<file path="config.mk">
export PLATFORM = sky130hd
export DESIGN_NAME = icache_direct
export DESIGN_NICKNAME = d
export VERILOG_FILES = /design/src/rtl/icache_direct.sv
export SDC_FILE = /design/constraint.sdc
export NUM_CORES = 1
export LEC_CHECK = 0
export CORE_MARGIN = 2
export CORE_UTILIZATION = 61
export DETAILED_ROUTE_END_ITERATION = 8
export GPL_ROUTABILITY_DRIVEN = 0
export PLACE_DENSITY = 0.8
export SYNTH_ARGS = -nofsm -noshare
export SYNTH_HDL_FRONTEND = slang
export SYNTH_SLANG_ARGS = --single-unit
</file>
<file path="constraint.sdc">
create_clock -name CLK -period 7.5 [get_ports CLK]
set_clock_uncertainty 0.15 [all_clocks]
set_input_delay 0.75 -clock CLK [delete_from_list [all_inputs] [get_ports CLK]]
set_output_delay 0.75 -clock CLK [all_outputs]
set_load 0.02 [all_outputs]
</file>
<file path="src/rtl/icache_direct.sv">
// rtl/icache_direct.sv - direct-mapped instruction cache with single-word miss fill
//
// Purpose: flop-based direct-mapped I-cache. A lookup hit is answered in the
// same cycle. A miss latches the word address and runs a single-word read
// on the iREN/iaddr/iwait/iload handshake. Only one request is outstanding.
//
// Ports:
//   CLK, nRST             clock (rising edge), asynchronous active-low reset
//   imemREN, imemaddr     fetch request and byte address from the datapath
//   ihit, imemload        hit flag and instruction word (zero when no hit)
//   flush                 invalidate every frame
//   iREN, iaddr           memory read request and word-aligned address
//   iwait, iload          memory busy flag and read data (valid when iwait=0)
//   hit_count, miss_count saturating counters (only with ICACHE_PERF_EN)
//
// Optional feature macro: ICACHE_PERF_EN
module icache_direct #(
  parameter int NSETS  = 16,
  parameter int WORD_W = 32
) (
  input  logic              CLK,
  input  logic              nRST,
  input  logic              imemREN,
  input  logic [WORD_W-1:0] imemaddr,
  output logic              ihit,
  output logic [WORD_W-1:0] imemload,
  input  logic              flush,
  output logic              iREN,
  output logic [WORD_W-1:0] iaddr,
  input  logic              iwait,
  input  logic [WORD_W-1:0] iload
`ifdef ICACHE_PERF_EN
  ,
  output logic [WORD_W-1:0] hit_count,
  output logic [WORD_W-1:0] miss_count
`endif
);

  localparam int IDX_W = $clog2(NSETS);
  localparam int TAG_W = WORD_W - IDX_W - 2;

  typedef enum logic {IDLE, FILL} state_t;
  state_t state, state_nx;

  logic [NSETS-1:0]  valid;
  logic [TAG_W-1:0]  tags [NSETS];
  logic [WORD_W-1:0] data [NSETS];
  logic [WORD_W-1:0] miss_addr;

  logic [IDX_W-1:0] idx, fill_idx;
  logic [TAG_W-1:0] tag, fill_tag;
  logic             lookup_hit, start_fill, fill_done;
  logic             unused_offset;

  assign idx      = imemaddr[IDX_W+1:2];
  assign tag      = imemaddr[WORD_W-1:IDX_W+2];
  assign fill_idx = miss_addr[IDX_W+1:2];
  assign fill_tag = miss_addr[WORD_W-1:IDX_W+2];
  // Byte offset within the word plays no part in an instruction fetch.
  assign unused_offset = ^imemaddr[1:0];

  assign lookup_hit = imemREN & valid[idx] & (tags[idx] == tag) & (state == IDLE) & ~flush;
  assign ihit       = lookup_hit;
  assign imemload   = lookup_hit ? data[idx] : '0;
  assign start_fill = (state == IDLE) & imemREN & ~lookup_hit & ~flush;
  assign fill_done  = (state == FILL) & ~iwait;

  always_comb begin
    state_nx = state;
    iREN     = 1'b0;
    iaddr    = '0;
    case (state)
      IDLE: if (start_fill) state_nx = FILL;
      FILL: begin
        iREN  = 1'b1;
        iaddr = miss_addr;
        // Once issued, the read always runs to completion.
        if (!iwait) state_nx = IDLE;
      end
      default: state_nx = IDLE;
    endcase
  end

  always_ff @(posedge CLK or negedge nRST) begin
    if (!nRST) begin
      state     <= IDLE;
      miss_addr <= '0;
      valid     <= '0;
    end else begin
      state <= state_nx;
      if (start_fill) miss_addr <= {imemaddr[WORD_W-1:2], 2'b00};
      // Flush wins over a fill landing on the same edge: that frame ends invalid.
      if (flush)          valid           <= '0;
      else if (fill_done) valid[fill_idx] <= 1'b1;
    end
  end

  // Tag and data need no reset; valid alone qualifies them.
  always_ff @(posedge CLK) begin
    if (fill_done) begin
      tags[fill_idx] <= fill_tag;
      data[fill_idx] <= iload;
    end
  end

`ifdef ICACHE_PERF_EN
  always_ff @(posedge CLK or negedge nRST) begin
    if (!nRST) begin
      hit_count  <= '0;
      miss_count <= '0;
    end else if (flush) begin
      hit_count  <= '0;
      miss_count <= '0;
    end else begin
      if (lookup_hit && !(&hit_count))  hit_count  <= hit_count + 1'b1;
      if (start_fill && !(&miss_count)) miss_count <= miss_count + 1'b1;
    end
  end
`endif

endmodule
</file>
==> impl_table.tex <==
\begin{tabular}{lr}
\hline
Metric & Value \\
\hline
\multicolumn{2}{l}{\textbf{Run status}} \\
\quad Result of the run & complete, no violations \\
\multicolumn{2}{l}{\textbf{Place}} \\
\quad Placed cell area & 0.0404 mm2 \\
\quad Inst Count DP & 2,609 \\
\quad Port Buffers & 130 \\
\quad Dpl hpwl & 43,700 um \\
\multicolumn{2}{l}{\textbf{Power}} \\
\quad Maximum ir drop on the vdd rail & 0.184 mV \\
\quad Post-layout power & 0.0118 W \\
\quad PD cells & 271 mW/mm2 \\
\quad LEAKAGE & 13.9 nW \\
\multicolumn{2}{l}{\textbf{Worst setup path}} \\
\quad Largest stage delay on the critical path & 1030 ps \\
\quad Endpoint kind of the worst setup timing path & output port \\
\quad Worst endpoint data arrival time & 5560 ps \\
\quad Worst endpoint required time & 6600 ps \\
\quad Startpoint Class & input pin \\
\quad Cell depth of the worst setup path & 9 \\
\quad Number of buffers and inverters on the critical path & 3 \\
\quad Most frequent cell on the critical path & sky130\_fd\_sc\_hd\_\_clkdlybuf4s50\_1 \\
\quad Highest net fanout along the worst path & 33 \\
\quad Crit Path Class & in2out \\
\quad Chain of cells forming the critical path & clkdlybuf4s50\_1 -> clkinv\_2 -> mux2i\_1 -> xor2\_1 -> nor4\_1 -> nand3\_1 -> or4\_4 -> nor2b\_1 -> clkdlybuf4s50\_1 \\
\quad R2R depth & 9 \\
\quad Largest delay contributor family on the critical path & buffers and inverters \\
\quad Crit-path slowest cell & sky130\_fd\_sc\_hd\_\_clkdlybuf4s50\_1 \\
\multicolumn{2}{l}{\textbf{Floorplan}} \\
\quad Total die area & 0.0645 mm2 \\
\quad Die Width & 254 um \\
\quad Die extent in y & 254 um \\
\quad Top-level port count & 135 \\
\quad Number of rows in the core area & 91 \\
\quad Effective utilization at floorplan & 61.7\% \\
\quad Core Footprint & 0.0617 mm2 \\
\multicolumn{2}{l}{\textbf{Cells and area}} \\
\quad NumNets Final & 1,935 \\
\quad Layout-stage area growth over the synthesis result & 13.8\% \\
\quad Number of cells in the finished layout apart from fillers & 2,781 \\
\quad Diode insertion count for antenna repair & 0 \\
\quad Share of final-layout standard cells stronger than drive strength 1 & 25.4\% \\
\quad Final non-filler cell area & 0.0434 mm2 \\
\multicolumn{2}{l}{\textbf{Clock network}} \\
\quad Latest clock arrival within the worst-skew pair & 670 ps \\
\quad Number of buffers on the longest clock path & 3 \\
\quad Clock transition at the registers of the reported paths & 60 ps \\
\quad Hold\_buf cts & 0 \\
\quad CTS tree & done \\
\quad Number of buffers added by the clock tree synthesis step & 92 \\
\quad Cts repair resizes & 0 \\
\quad Post-CTS setup buffer count & 0 \\
\quad Clk sink count & 975 \\
\quad Root buf cell & sky130\_fd\_sc\_hd\_\_clkbuf\_16 \\
\quad H-tree level count & 3 \\
\multicolumn{2}{l}{\textbf{Detailed routing}} \\
\quad Routed WL & 89,400 um \\
\quad DRC violations left & 0 \\
\quad Iteration-0 DRC Markers & 2,353 \\
\quad Total via count after detailed routing & 18,600 \\
\quad Vias per cell & 6.69 \\
\quad Wirelength per Cell & 32.1 um \\
\quad Count of nets left with antenna violations after detail routing & 0 \\
\quad Pre-Repair DR Iteration Count & 5 \\
\multicolumn{2}{l}{\textbf{Hold path}} \\
\quad Hold crit path type & in2async \\
\multicolumn{2}{l}{\textbf{Logic synthesis}} \\
\quad Syn. warnings & 0 \\
\quad Post-synthesis async set-or-reset flop share & 4.82\% \\
\quad Largest area contributor in the netlist & sky130\_fd\_sc\_hd\_\_edfxtp\_1 \\
\quad Combined area of all synthesized cells & 0.0381 mm2 \\
\quad Most frequent cell after synthesis & sky130\_fd\_sc\_hd\_\_edfxtp\_1 \\
\quad Syn Inst Count & 1,689 \\
\quad Post-synthesis sequential area ratio & 76.2\% \\
\quad Synth cell count leaders & sky130\_fd\_sc\_hd\_\_edfxtp\_1, sky130\_fd\_sc\_hd\_\_mux4\_2, sky130\_fd\_sc\_hd\_\_mux2i\_1 \\
\quad Most common flop cell mapped by yosys & sky130\_fd\_sc\_hd\_\_edfxtp\_1 \\
\quad Count of flip-flops with a built-in enable after synthesis & 928 \\
\quad Synth unique cells & 59 \\
\quad Syn avg cell area & 22.6 um2 \\
\quad Cells taking the most area after synthesis & sky130\_fd\_sc\_hd\_\_edfxtp\_1, sky130\_fd\_sc\_hd\_\_mux4\_2, sky130\_fd\_sc\_hd\_\_dfrtp\_1 \\
\quad Total of flip-flops plus latches after synthesis & 975 \\
\quad Top cell type's share of synthesized area & 73.1\% \\
\multicolumn{2}{l}{\textbf{STA}} \\
\quad Final Hold Viols & 0 \\
\quad Slew @ Worst Pin & 1220 ps \\
\quad Achievable Freq & 155 MHz \\
\quad Final clock period utilization by the worst path & 86.2\% \\
\quad Final period demand of the worst path & 6460 ps \\
\quad Setup\_tns & 0 ps \\
\quad RSZ-0062 raised after global routing & no \\
\quad Relative slew slack & 18.4\% \\
\quad Max Slew Vio Count & 0 \\
\quad Setup Viol. Count Final & 0 \\
\multicolumn{2}{l}{\textbf{GRT}} \\
\quad Congestion Overflow GR & 0 \\
\quad First-pass GRT wire length & 131,000 um \\
\quad Global-route usage over all layers & 28.6\% \\
\quad Vias in the first global route & 19,500 \\
\quad Number of antenna violations at the first check in global routing & 1 \\
\quad Pin count of the biggest net entering global routing & 96 \\
\multicolumn{2}{l}{\textbf{Flow run}} \\
\quad Count of maximum capacitance violations & 0 \\
\hline
\end{tabular}
[layout by cell type (no fill, tap or decap), types with 12 or more instances in the layout]
cell type                         synthesis  final
sky130_fd_sc_hd__clkbuf_16                0     93
sky130_fd_sc_hd__nor2b_1                 28     28
sky130_fd_sc_hd__buf_4                   17     38
sky130_fd_sc_hd__mux2i_1                 69     69
sky130_fd_sc_hd__mux4_2                 256    256
sky130_fd_sc_hd__xor2_1                  15     15
sky130_fd_sc_hd__clkbuf_1                27     22
sky130_fd_sc_hd__edfxtp_1               928    928
sky130_fd_sc_hd__dfrtp_1                 47     47
sky130_fd_sc_hd__nor2_4                   0     12
sky130_fd_sc_hd__clkinv_1                 0     14
sky130_fd_sc_hd__and2_1                  31     31
sky130_fd_sc_hd__mux2_2                  32     32
sky130_fd_sc_hd__clkdlybuf4s50_1          0    126
sky130_fd_sc_hd__clkinv_2                 0     17
sky130_fd_sc_hd__nor2_1                  54     42
[path summary, 6_finish.rpt]
path	start	to	slack [ps]
worst max-delay path	imemaddr[5]	imemload[21]	1040
worst min-delay path	nRST	miss_addr[18]	100
worst max register to register	tags[15][21]	miss_addr[26]	3210
worst min register to register	valid[2]	valid[2]	370
max in group asynchronous	nRST	valid[2]	6580
min in group CLK	valid[2]	valid[2]	370
[layer usage]
metal / share of wire, % / GRT usage [%] / vias up / wire, um
met2: 52 / 47.9 / 1151 / 46400
met4: 2.9 / 10.1 / 2 / 2600
li1: - / - / 7408 / -
met1: 37 / 38.9 / 9849 / 32800
met5: 0.015 / 0 / - / 13
met3: 8.5 / 4.61 / 204 / 7590
[registers in the layout, summed over array words and instances (netlist names)]
signal,count
state,1
data,512
valid,16
tags,416
miss_addr,30
[cells by family (layout without fill, tap and decap cells)]
| logic type | count (synthesis) | count (layout) | synth area share, % |
|---|---|---|---|
| flops | 975 | 975 | 76.2 |
| mux | 361 | 361 | 18.2 |
| xor+xnor | 26 | 26 | 0.598 |
| other cells | 1 | 2 | 0.00984 |
| simple gates | 167 | 167 | 2.37 |
| compound gates | 60 | 60 | 1.13 |
| buf+inv | 99 | 353 | 1.51 |
[power by group]
part | leakage, nW | internal [W] | switching [W]
clock | 1.46 | 0.00262 | 0.00203
combinational | 3.48 | 0.000317 | 0.000411
sequential | 8.94 | 0.00621 | 0.000177
total | 13.9 | 0.00915 | 0.00262
[metrics by stage]
step	setup slack (ps)	util [%]	hold slack (ps)
floorplan	1540	-	304
global placement	1450	65.4	323
detailed placement	1250	65.4	341
global route	934	70.3	145
finish	1040	70.3	104
CTS	1100	70.3	99.8
[area by class of cell]
type,instances,area [um2]
Fill cell,3535,18300
Clock buffer,119,2460
Sequential cell,975,29000
Inverter,12,46.3
Tap cell,837,1050
Clock inverter,53,558
Multi-Input combinational cell,616,8610
Timing Repair Buffer,169,1610
No activity file was read; power rests on OpenSTA's default activity.
